<file path="src/rtl/dmem_port_arbiter_if.sv">
// Bundle between the data-cache port arbiter, its two requesters and the cache.
// The arbiter takes the slave view; the surrounding system takes the master view.
interface dmem_port_arbiter_if;
    logic        core_req;
    logic        core_we;
    logic [31:0] core_addr;
    logic [31:0] core_din;
    logic [31:0] core_rdata;
    logic        core_valid;

    logic        ld_req;
    logic        ld_we;
    logic [31:0] ld_addr;
    logic [31:0] ld_din;
    logic [31:0] ld_rdata;
    logic        ld_valid;

    logic        cache_req;
    logic        cache_we;
    logic [31:0] cache_addr;
    logic [31:0] cache_din;
    logic [31:0] cache_rdata;
    logic        cache_data_valid;

    logic        grant;
    logic        err_timeout;

    modport slave (
        input  core_req, core_we, core_addr, core_din,
        output core_rdata, core_valid,
        input  ld_req, ld_we, ld_addr, ld_din,
        output ld_rdata, ld_valid,
        output cache_req, cache_we, cache_addr, cache_din,
        input  cache_rdata, cache_data_valid,
        output grant, err_timeout
    );

    modport master (
        output core_req, core_we, core_addr, core_din,
        input  core_rdata, core_valid,
        output ld_req, ld_we, ld_addr, ld_din,
        input  ld_rdata, ld_valid,
        input  cache_req, cache_we, cache_addr, cache_din,
        output cache_rdata, cache_data_valid,
        input  grant, err_timeout
    );
endinterface

</file>
<file path="src/rtl/dmem_port_arbiter.sv">
// Round-robin sharing of the data-cache port between the core and the
// boot loader, with a timeout that forces completion if the cache stalls.
module dmem_port_arbiter #(
    parameter int unsigned TIMEOUT = 1024
) (
    input  logic               clk,
    input  logic               rst,
    dmem_port_arbiter_if.slave bus
);
    typedef enum logic [1:0] {
        IDLE = 2'd0,
        BUSY = 2'd1,
        DONE = 2'd2
    } state_e;

    localparam logic [15:0] TLAST = 16'(TIMEOUT - 1);

    state_e      state_q, state_d;
    logic        we_q, we_d;
    logic [31:0] addr_q, addr_d;
    logic [31:0] din_q, din_d;
    logic        grant_q, grant_d;
    logic        last_q, last_d;
    logic        err_q, err_d;
    logic [15:0] tcnt_q, tcnt_d;

    logic        any_req;
    logic        win;
    logic        hit;
    logic        expire;
    logic        fin;

    // On a tie the requester that did not own the port last time wins.
    always_comb begin
        any_req = bus.core_req | bus.ld_req;
        win     = bus.ld_req & (~bus.core_req | ~last_q);
        hit     = (state_q == BUSY) & bus.cache_data_valid;
        expire  = (state_q == BUSY) & ~bus.cache_data_valid
                & (tcnt_q == TLAST);
        fin     = hit | expire;
    end

    always_comb begin
        state_d = state_q;
        we_d    = we_q;
        addr_d  = addr_q;
        din_d   = din_q;
        grant_d = grant_q;
        last_d  = last_q;
        err_d   = err_q;
        tcnt_d  = tcnt_q;
        unique case (state_q)
            IDLE: begin
                if (any_req) begin
                    state_d = BUSY;
                    we_d    = win ? bus.ld_we   : bus.core_we;
                    addr_d  = win ? bus.ld_addr : bus.core_addr;
                    din_d   = win ? bus.ld_din  : bus.core_din;
                    grant_d = win;
                    last_d  = win;
                    tcnt_d  = '0;
                end
            end
            BUSY: begin
                if (fin) begin
                    state_d = DONE;
                    err_d   = err_q | expire;
                end else begin
                    tcnt_d = tcnt_q + 16'd1;
                end
            end
            DONE: state_d = IDLE;
            default: state_d = IDLE;
        endcase
    end

    always_ff @(posedge clk or negedge rst) begin
        if (!rst) begin
            state_q <= IDLE;
            we_q    <= 1'b0;
            addr_q  <= '0;
            din_q   <= '0;
            grant_q <= 1'b0;
            last_q  <= 1'b1;
            err_q   <= 1'b0;
            tcnt_q  <= '0;
        end else begin
            state_q <= state_d;
            we_q    <= we_d;
            addr_q  <= addr_d;
            din_q   <= din_d;
            grant_q <= grant_d;
            last_q  <= last_d;
            err_q   <= err_d;
            tcnt_q  <= tcnt_d;
        end
    end

    // Completion is combinational so the winner sees it in the same cycle.
    assign bus.cache_req   = (state_q == BUSY);
    assign bus.cache_we    = we_q;
    assign bus.cache_addr  = addr_q;
    assign bus.cache_din   = din_q;
    assign bus.core_valid  = fin & ~grant_q;
    assign bus.ld_valid    = fin & grant_q;
    assign bus.core_rdata  = (hit & ~grant_q) ? bus.cache_rdata : '0;
    assign bus.ld_rdata    = (hit & grant_q) ? bus.cache_rdata : '0;
    assign bus.grant       = grant_q;
    assign bus.err_timeout = err_q;
endmodule

</file>
<file path="src/flat_wrapper.sv">
// flat-port wrapper written by rule: the top's interface ports become plain ports
module dmem_port_arbiter_flat 
#(
    parameter int unsigned TIMEOUT = 1024
)
  (clk, rst, bus_core_req, bus_core_we, bus_core_addr, bus_core_din, bus_core_rdata, bus_core_valid, bus_ld_req, bus_ld_we, bus_ld_addr, bus_ld_din, bus_ld_rdata, bus_ld_valid, bus_cache_req, bus_cache_we, bus_cache_addr, bus_cache_din, bus_cache_rdata, bus_cache_data_valid, bus_grant, bus_err_timeout);
  dmem_port_arbiter_if bus_i ();
  input  logic clk;
  input  logic rst;
  input wire logic [$bits(bus_i.core_req)-1:0] bus_core_req;
  input wire logic [$bits(bus_i.core_we)-1:0] bus_core_we;
  input wire logic [$bits(bus_i.core_addr)-1:0] bus_core_addr;
  input wire logic [$bits(bus_i.core_din)-1:0] bus_core_din;
  output wire logic [$bits(bus_i.core_rdata)-1:0] bus_core_rdata;
  output wire logic [$bits(bus_i.core_valid)-1:0] bus_core_valid;
  input wire logic [$bits(bus_i.ld_req)-1:0] bus_ld_req;
  input wire logic [$bits(bus_i.ld_we)-1:0] bus_ld_we;
  input wire logic [$bits(bus_i.ld_addr)-1:0] bus_ld_addr;
  input wire logic [$bits(bus_i.ld_din)-1:0] bus_ld_din;
  output wire logic [$bits(bus_i.ld_rdata)-1:0] bus_ld_rdata;
  output wire logic [$bits(bus_i.ld_valid)-1:0] bus_ld_valid;
  output wire logic [$bits(bus_i.cache_req)-1:0] bus_cache_req;
  output wire logic [$bits(bus_i.cache_we)-1:0] bus_cache_we;
  output wire logic [$bits(bus_i.cache_addr)-1:0] bus_cache_addr;
  output wire logic [$bits(bus_i.cache_din)-1:0] bus_cache_din;
  input wire logic [$bits(bus_i.cache_rdata)-1:0] bus_cache_rdata;
  input wire logic [$bits(bus_i.cache_data_valid)-1:0] bus_cache_data_valid;
  output wire logic [$bits(bus_i.grant)-1:0] bus_grant;
  output wire logic [$bits(bus_i.err_timeout)-1:0] bus_err_timeout;
  assign bus_i.core_req = bus_core_req;
  assign bus_i.core_we = bus_core_we;
  assign bus_i.core_addr = bus_core_addr;
  assign bus_i.core_din = bus_core_din;
  assign bus_core_rdata = bus_i.core_rdata;
  assign bus_core_valid = bus_i.core_valid;
  assign bus_i.ld_req = bus_ld_req;
  assign bus_i.ld_we = bus_ld_we;
  assign bus_i.ld_addr = bus_ld_addr;
  assign bus_i.ld_din = bus_ld_din;
  assign bus_ld_rdata = bus_i.ld_rdata;
  assign bus_ld_valid = bus_i.ld_valid;
  assign bus_cache_req = bus_i.cache_req;
  assign bus_cache_we = bus_i.cache_we;
  assign bus_cache_addr = bus_i.cache_addr;
  assign bus_cache_din = bus_i.cache_din;
  assign bus_i.cache_rdata = bus_cache_rdata;
  assign bus_i.cache_data_valid = bus_cache_data_valid;
  assign bus_grant = bus_i.grant;
  assign bus_err_timeout = bus_i.err_timeout;
  dmem_port_arbiter #(.TIMEOUT(TIMEOUT)) u_core (.clk(clk), .rst(rst), .bus(bus_i));
endmodule
</file>
<file path="config.mk">
export PLATFORM = sky130hd
export DESIGN_NAME = dmem_port_arbiter_flat
export DESIGN_NICKNAME = d
export VERILOG_FILES = /design/src/rtl/dmem_port_arbiter_if.sv /design/src/rtl/dmem_port_arbiter.sv /design/src/flat_wrapper.sv
export SDC_FILE = /design/constraint.sdc
export NUM_CORES = 1
export LEC_CHECK = 0
export CAP_MARGIN = 20
export CORE_ASPECT_RATIO = 1.5
export CORE_MARGIN = 2
export CORE_UTILIZATION = 30
export CTS_BUF_LIST = sky130_fd_sc_hd__clkbuf_2
export CTS_CLUSTER_DIAMETER = 120
export DETAILED_ROUTE_END_ITERATION = 10
export PLACE_DENSITY_LB_ADDON = 0.1
export SLEW_MARGIN = 20
export SYNTH_ARGS = -nofsm -noshare
export SYNTH_HDL_FRONTEND = slang
export SYNTH_SLANG_ARGS = --single-unit
export TNS_END_PERCENT = 10
</file>
<file path="constraint.sdc">
create_clock -name clk -period 2.9 [get_ports clk]
set_input_delay 0.58 -clock clk [delete_from_list [all_inputs] [get_ports clk]]
set_output_delay 0.58 -clock clk [all_outputs]
set_load 0.02 [all_outputs]
</file>
# After elaboration in Yosys (flattened, before gate mapping)
# Cells that the tools add are included.
# Widths: inputs -> output; s select.
[word_totals]
elab_cells = 47
out_inout_bits = 134
ff_bits = 86
in_bits = 167
[op_classes]
n_reduce_logical = 6
addsub = 1
n_bitwise = 16
mux = 11
eq_ne = 5
[op_table]
columns = ["op", "n"]
rows = [
  ["$mux 32", 4],
  ["$mux 16", 2],
  ["$pmux 16 s2", 1],
  ["$add 16x1->16 const B", 1],
  ["$eq 16x10->1 const B", 1],
  ["$and 1x1->1", 8],
  ["$reduce_and 2->1", 3],
  ["$mux 2", 2],
  ["$ne 2x1->1 const B", 2],
  ["$not 1->1", 4],
  ["$or 1x1->1", 4],
  ["$pmux 2 s2", 1],
  ["$reduce_and 3->1", 1],
  ["$eq 2x1->1 const B", 1],
  ["$logic_not 2->1", 1],
  ["$ne 2x2->1 const B", 1],
  ["$reduce_bool 2->1", 1],
  ["$mux 1", 1],
]

# Longest topological paths before layout
[depth]
depth_word = 6
mapped_depth = 7

# Least setup slack after synthesis
# No wires, ideal clock.
[synth_timing]
kind = "reg-to-output"
from = "register u_core.tcnt_q[0]"
to = "output port bus_core_valid"
arrival_ps = 1563
setup_slack_ps = 757
stages_incl_launch_ff = 6
cell_sequence = "dfrtp_1 -> ha_1 -> and3_1 -> and4_1 -> nor2_1 -> nor3_1"
[synth_via]
elab_chain_cells = 4
[synth_lines]
columns = ["element", "line_no", "source"]
rows = [
  ["start, declared", "dmem_port_arbiter.sv:25", "logic [15:0] tcnt_q, tcnt_d;"],
  ["start signal, assigned", "dmem_port_arbiter.sv:95", "tcnt_q <= tcnt_d;"],
  ["$eq 16x10->1", "dmem_port_arbiter.sv:39", "& (tcnt_q == TLAST);"],
  ["$and 1x1->1", "dmem_port_arbiter.sv:39", ""],
  ["$or 1x1->1", "dmem_port_arbiter.sv:40", "fin = hit | expire;"],
  ["$and 1x1->1", "dmem_port_arbiter.sv:104", "assign bus.core_valid = fin & ~grant_q;"],
  ["end, declared", "flat_wrapper.sv:15", "output wire logic [$bits(bus_i.core_valid)-1:0] bus_core_valid;"],
]
# Every way passes these cells.

# Final worst setup path
[layout_timing]
from = "register u_core.state_q[1]"
to = "output port bus_ld_rdata[16]"
[layout_via]
elab_chain_cells = 4
[layout_lines]
columns = ["element", "line_no", "source"]
rows = [
  ["start, declared", "dmem_port_arbiter.sv:18", "state_e state_q, state_d;"],
  ["start signal, assigned", "dmem_port_arbiter.sv:88", "state_q <= state_d;"],
  ["$eq 2x1->1", "dmem_port_arbiter.sv:37", "hit = (state_q == BUSY) & bus.cache_data_valid;"],
  ["$and 1x1->1", "dmem_port_arbiter.sv:37", ""],
  ["$and 1x1->1", "dmem_port_arbiter.sv:107", "assign bus.ld_rdata = (hit & grant_q) ? bus.cache_rdata : '0;"],
  ["$mux 32", "dmem_port_arbiter.sv:107", ""],
  ["end, declared", "flat_wrapper.sv:20", "output wire logic [$bits(bus_i.ld_rdata)-1:0] bus_ld_rdata;"],
]
# Every way passes these cells.

==> results.cfg <==
[outcome]
status = finished clean

[layout]
layout.nets = 946
multi_input_area_um2 = 2270
fill_cells = 1464
drive_above_1_share_pct = 13.4
regArea_um2 = 2150
final_cell_mix = clkdlybuf4s50_1 (233), dfrtp_1 (85), nor2_1 (77), a21oi_1 (71), and2_1 (69)
stdcell_count = 983
design_area_um2 = 7680
area_growth_pct = 69.1
final_common_cell = clkdlybuf4s50_1

[routing]
wl_um = 15400
route.vias.total = 4543
wire_per_inst_um = 15.6
final_antenna_net_count = 0
drtPass1Iterations = 4
drtIter0Drc = 200
drc = 0
avgViaCountPerCell = 4.62

[clocking]
clock-sinks = 86
cts-root-buf = clkbuf_2
cts_max_path_buffers = 2
cts_tree = built
cts_buffers = 9
h-tree-depth = 3
clk_pin_slew_ns = 0.25
cts_setup_buffers = 0
clock_latency_ns = 0.57

[die]
start_util_pct = 30.4
core_um2 = 14900
rows = 55
die_w_um = 104
die-area_um2 = 16200
die_y_um = 155
boundaryPins = 301

[synth]
synth_cells = 484
synth_nets = 652
yosys_warnings = 0
syn_area_per_cell_um2 = 9.39
synth-seq-area-share_pct = 47.4
ys_ff_latch = 86
synth.distinct_cells = 38
synth.cell_area_um2 = 4540

[min_path]
hp-class = in2async

[setup_path]
max_stage_delay_ns = 0.45
start_kind = flop
arrival_ns = 2.16
cp-end-kind = primary output
required_ns = 2.32
rr_worst_depth = 5
crit_chain = nand2b_1 -> clkinv_1 -> nand2_1 -> nor2_4 -> buf_4 -> and2_1 -> clkdlybuf4s15_1
crit_type = reg2out
cp_max_fo = 15
cp_slowest_cell = dfrtp_1

[grt]
grt_pass1_vias = 4521
grt_overflow = 0
grt_pass1_wl_um = 23300
grt_max_degree = 51
grtUsageTotal_pct = 18.5
antenna_found_initial = 1

[sta]
fin_tns_setup_ns = 0
slew_headroom_pct = 54.4
period_share_pct = 94.5
worst_pin_slew_ns = 0.684
rsz0062_at_grt = yes
slew_violations = 0
fin_crit_ns = 2.74
setup_violations = 0
final_hold_viol_count = 0
max_freq_mhz = 365
fin_skew_ns = 0.0331

[placed_design]
place_area_um2 = 7820
io_buffers = 300
dpl.hpwl_um = 12400
placedCellCount = 964
globalplace.congestion = 0.796

[power]
clock_power_share_pct = 11.0
pwr-share-seq_pct = 33.3
power_w = 0.00581
p_comb_share_pct = 55.8
net-switching-power_w = 0.00243
leakage_nw = 3.32
switching_share_pct = 41.9
powerDensity_nw_per_um2 = 756
vdd_drop_max_mv = 0.448
p_int_w = 0.00338

[run]
drv_cap = 0
## critical path: cells and delay by family, from the launching register on
family / cells / cell delay (ns)
and+or+nand+nor: 4 / 0.56
DFF: 1 / 0.45
buffers and inverters: 3 / 0.57
## synth_stat cells (all sizes together)
library cell   n  area (um^2)
a211o          1         8.76
a211oi         1         7.51
a21boi         1         7.51
a21o           3         22.5
a21oi         71          355
a31oi          5         31.3
and2          69          432
and3           4         25.0
and4           3         27.5
buf           17         96.3
clkbuf        14         56.3
clkinv         1         3.75
dfrtp         85         2130
dfstp          1         26.3
ha             1         12.5
inv            3         11.3
mux2i         65          651
nand2         13         48.8
nand2b         2         12.5
nand3          5         37.5
nand4          3         18.8
nor2          80          300
nor3           5         25.0
nor4           2         18.8
nor4bb         1         10.0
o21a           1         7.51
o21ai         21          105
o22a           1         8.76
o31ai          4         43.8
or3            1         6.26
## final timing paths
| path | from | to | slack, ns |
|---|---|---|---|
| worst max-delay path | u_core.state_q[1] | bus_ld_rdata[16] | 0.16 |
| worst min-delay path | rst | u_core.bus.cache_addr[28] | 0.48 |
| worst max register to register | u_core.tcnt_q[12] | u_core.tcnt_q[9] | 0.89 |
| worst min register to register | u_core.bus.err_timeout | u_core.bus.err_timeout | 0.49 |
| max in group asynchronous | rst | u_core.bus.cache_din[11] | 1.75 |
| min in group clk | u_core.bus.err_timeout | u_core.bus.err_timeout | 0.49 |
## metrics by stage
stage	setup WS [ns]	util [%]	hold WS [ns]
finish	0.159	51.5	0.478
global route	-0.0524	51.5	0.437
CTS	0.00137	52.7	0.460
detailed placement	0.000959	52.4	0.450
global placement	0.0322	52.4	0.445
floorplan	0.757	-	0.284
## what timing repair did
item / in CTS / in global routing
gates cloned: 0 / 1
hold endpoints to repair: 38 / 0
hold buffers: 1 / 0
setup endpoints to repair: 64 / 64
gates resized for setup: 75 / 131
## area by class of cell
cell class / instances / share of cell area (%)
sequential: 86 / 28.0
tap: 199 / 3.24
timing repair buffer: 314 / 37.5
antenna: 1 / 0.0326
clock buffer: 9 / 0.586
inverter: 4 / 0.195
clock inverter: 7 / 0.944
multi-input combinational: 363 / 29.5
## state kept, by name, summed over array words and instances (netlist names)
| name | count |
|---|---|
| u_core.bus.cache_addr | 32 |
| u_core.last_q | 1 |
| u_core.state_q | 2 |
| u_core.bus.cache_we | 1 |
| u_core.tcnt_q | 16 |
| u_core.bus.grant | 1 |
| u_core.bus.cache_din | 32 |
| u_core.bus.err_timeout | 1 |
## power by group through the flow
stage / clock, W / combinational [W] / sequential, W
after CTS: 0.000665 / 0.00329 / 0.00194
after global placement: 0 / 0.00332 / 0.00194
final: 0.000636 / 0.00324 / 0.00193
after floorplan: 0 / 0.00108 / 0.00249
after global routing: 0.000727 / 0.00349 / 0.00201
after detailed placement: 0 / 0.00335 / 0.00196
## cells by family after synthesis
family	Yosys count	share of synthesized area [%]
adder cells (fa/ha/maj)	1	0.275
flip-flops	86	47.4
AND/OR/NAND/NOR	188	21.2
buffers and inverters	35	3.69
AO/OA/AOI/OAI	109	13.2
multiplexers	65	14.3
## metal layers
metal	track usage, %	vias up	routed length, um
met4	5.98	0	254
met2	36.8	197	8560
met3	5.18	13	1200
li1	-	2261	-
met1	17.9	2072	5360
met5	0	-	0
Note: power is estimated with default switching activity, not from simulation.
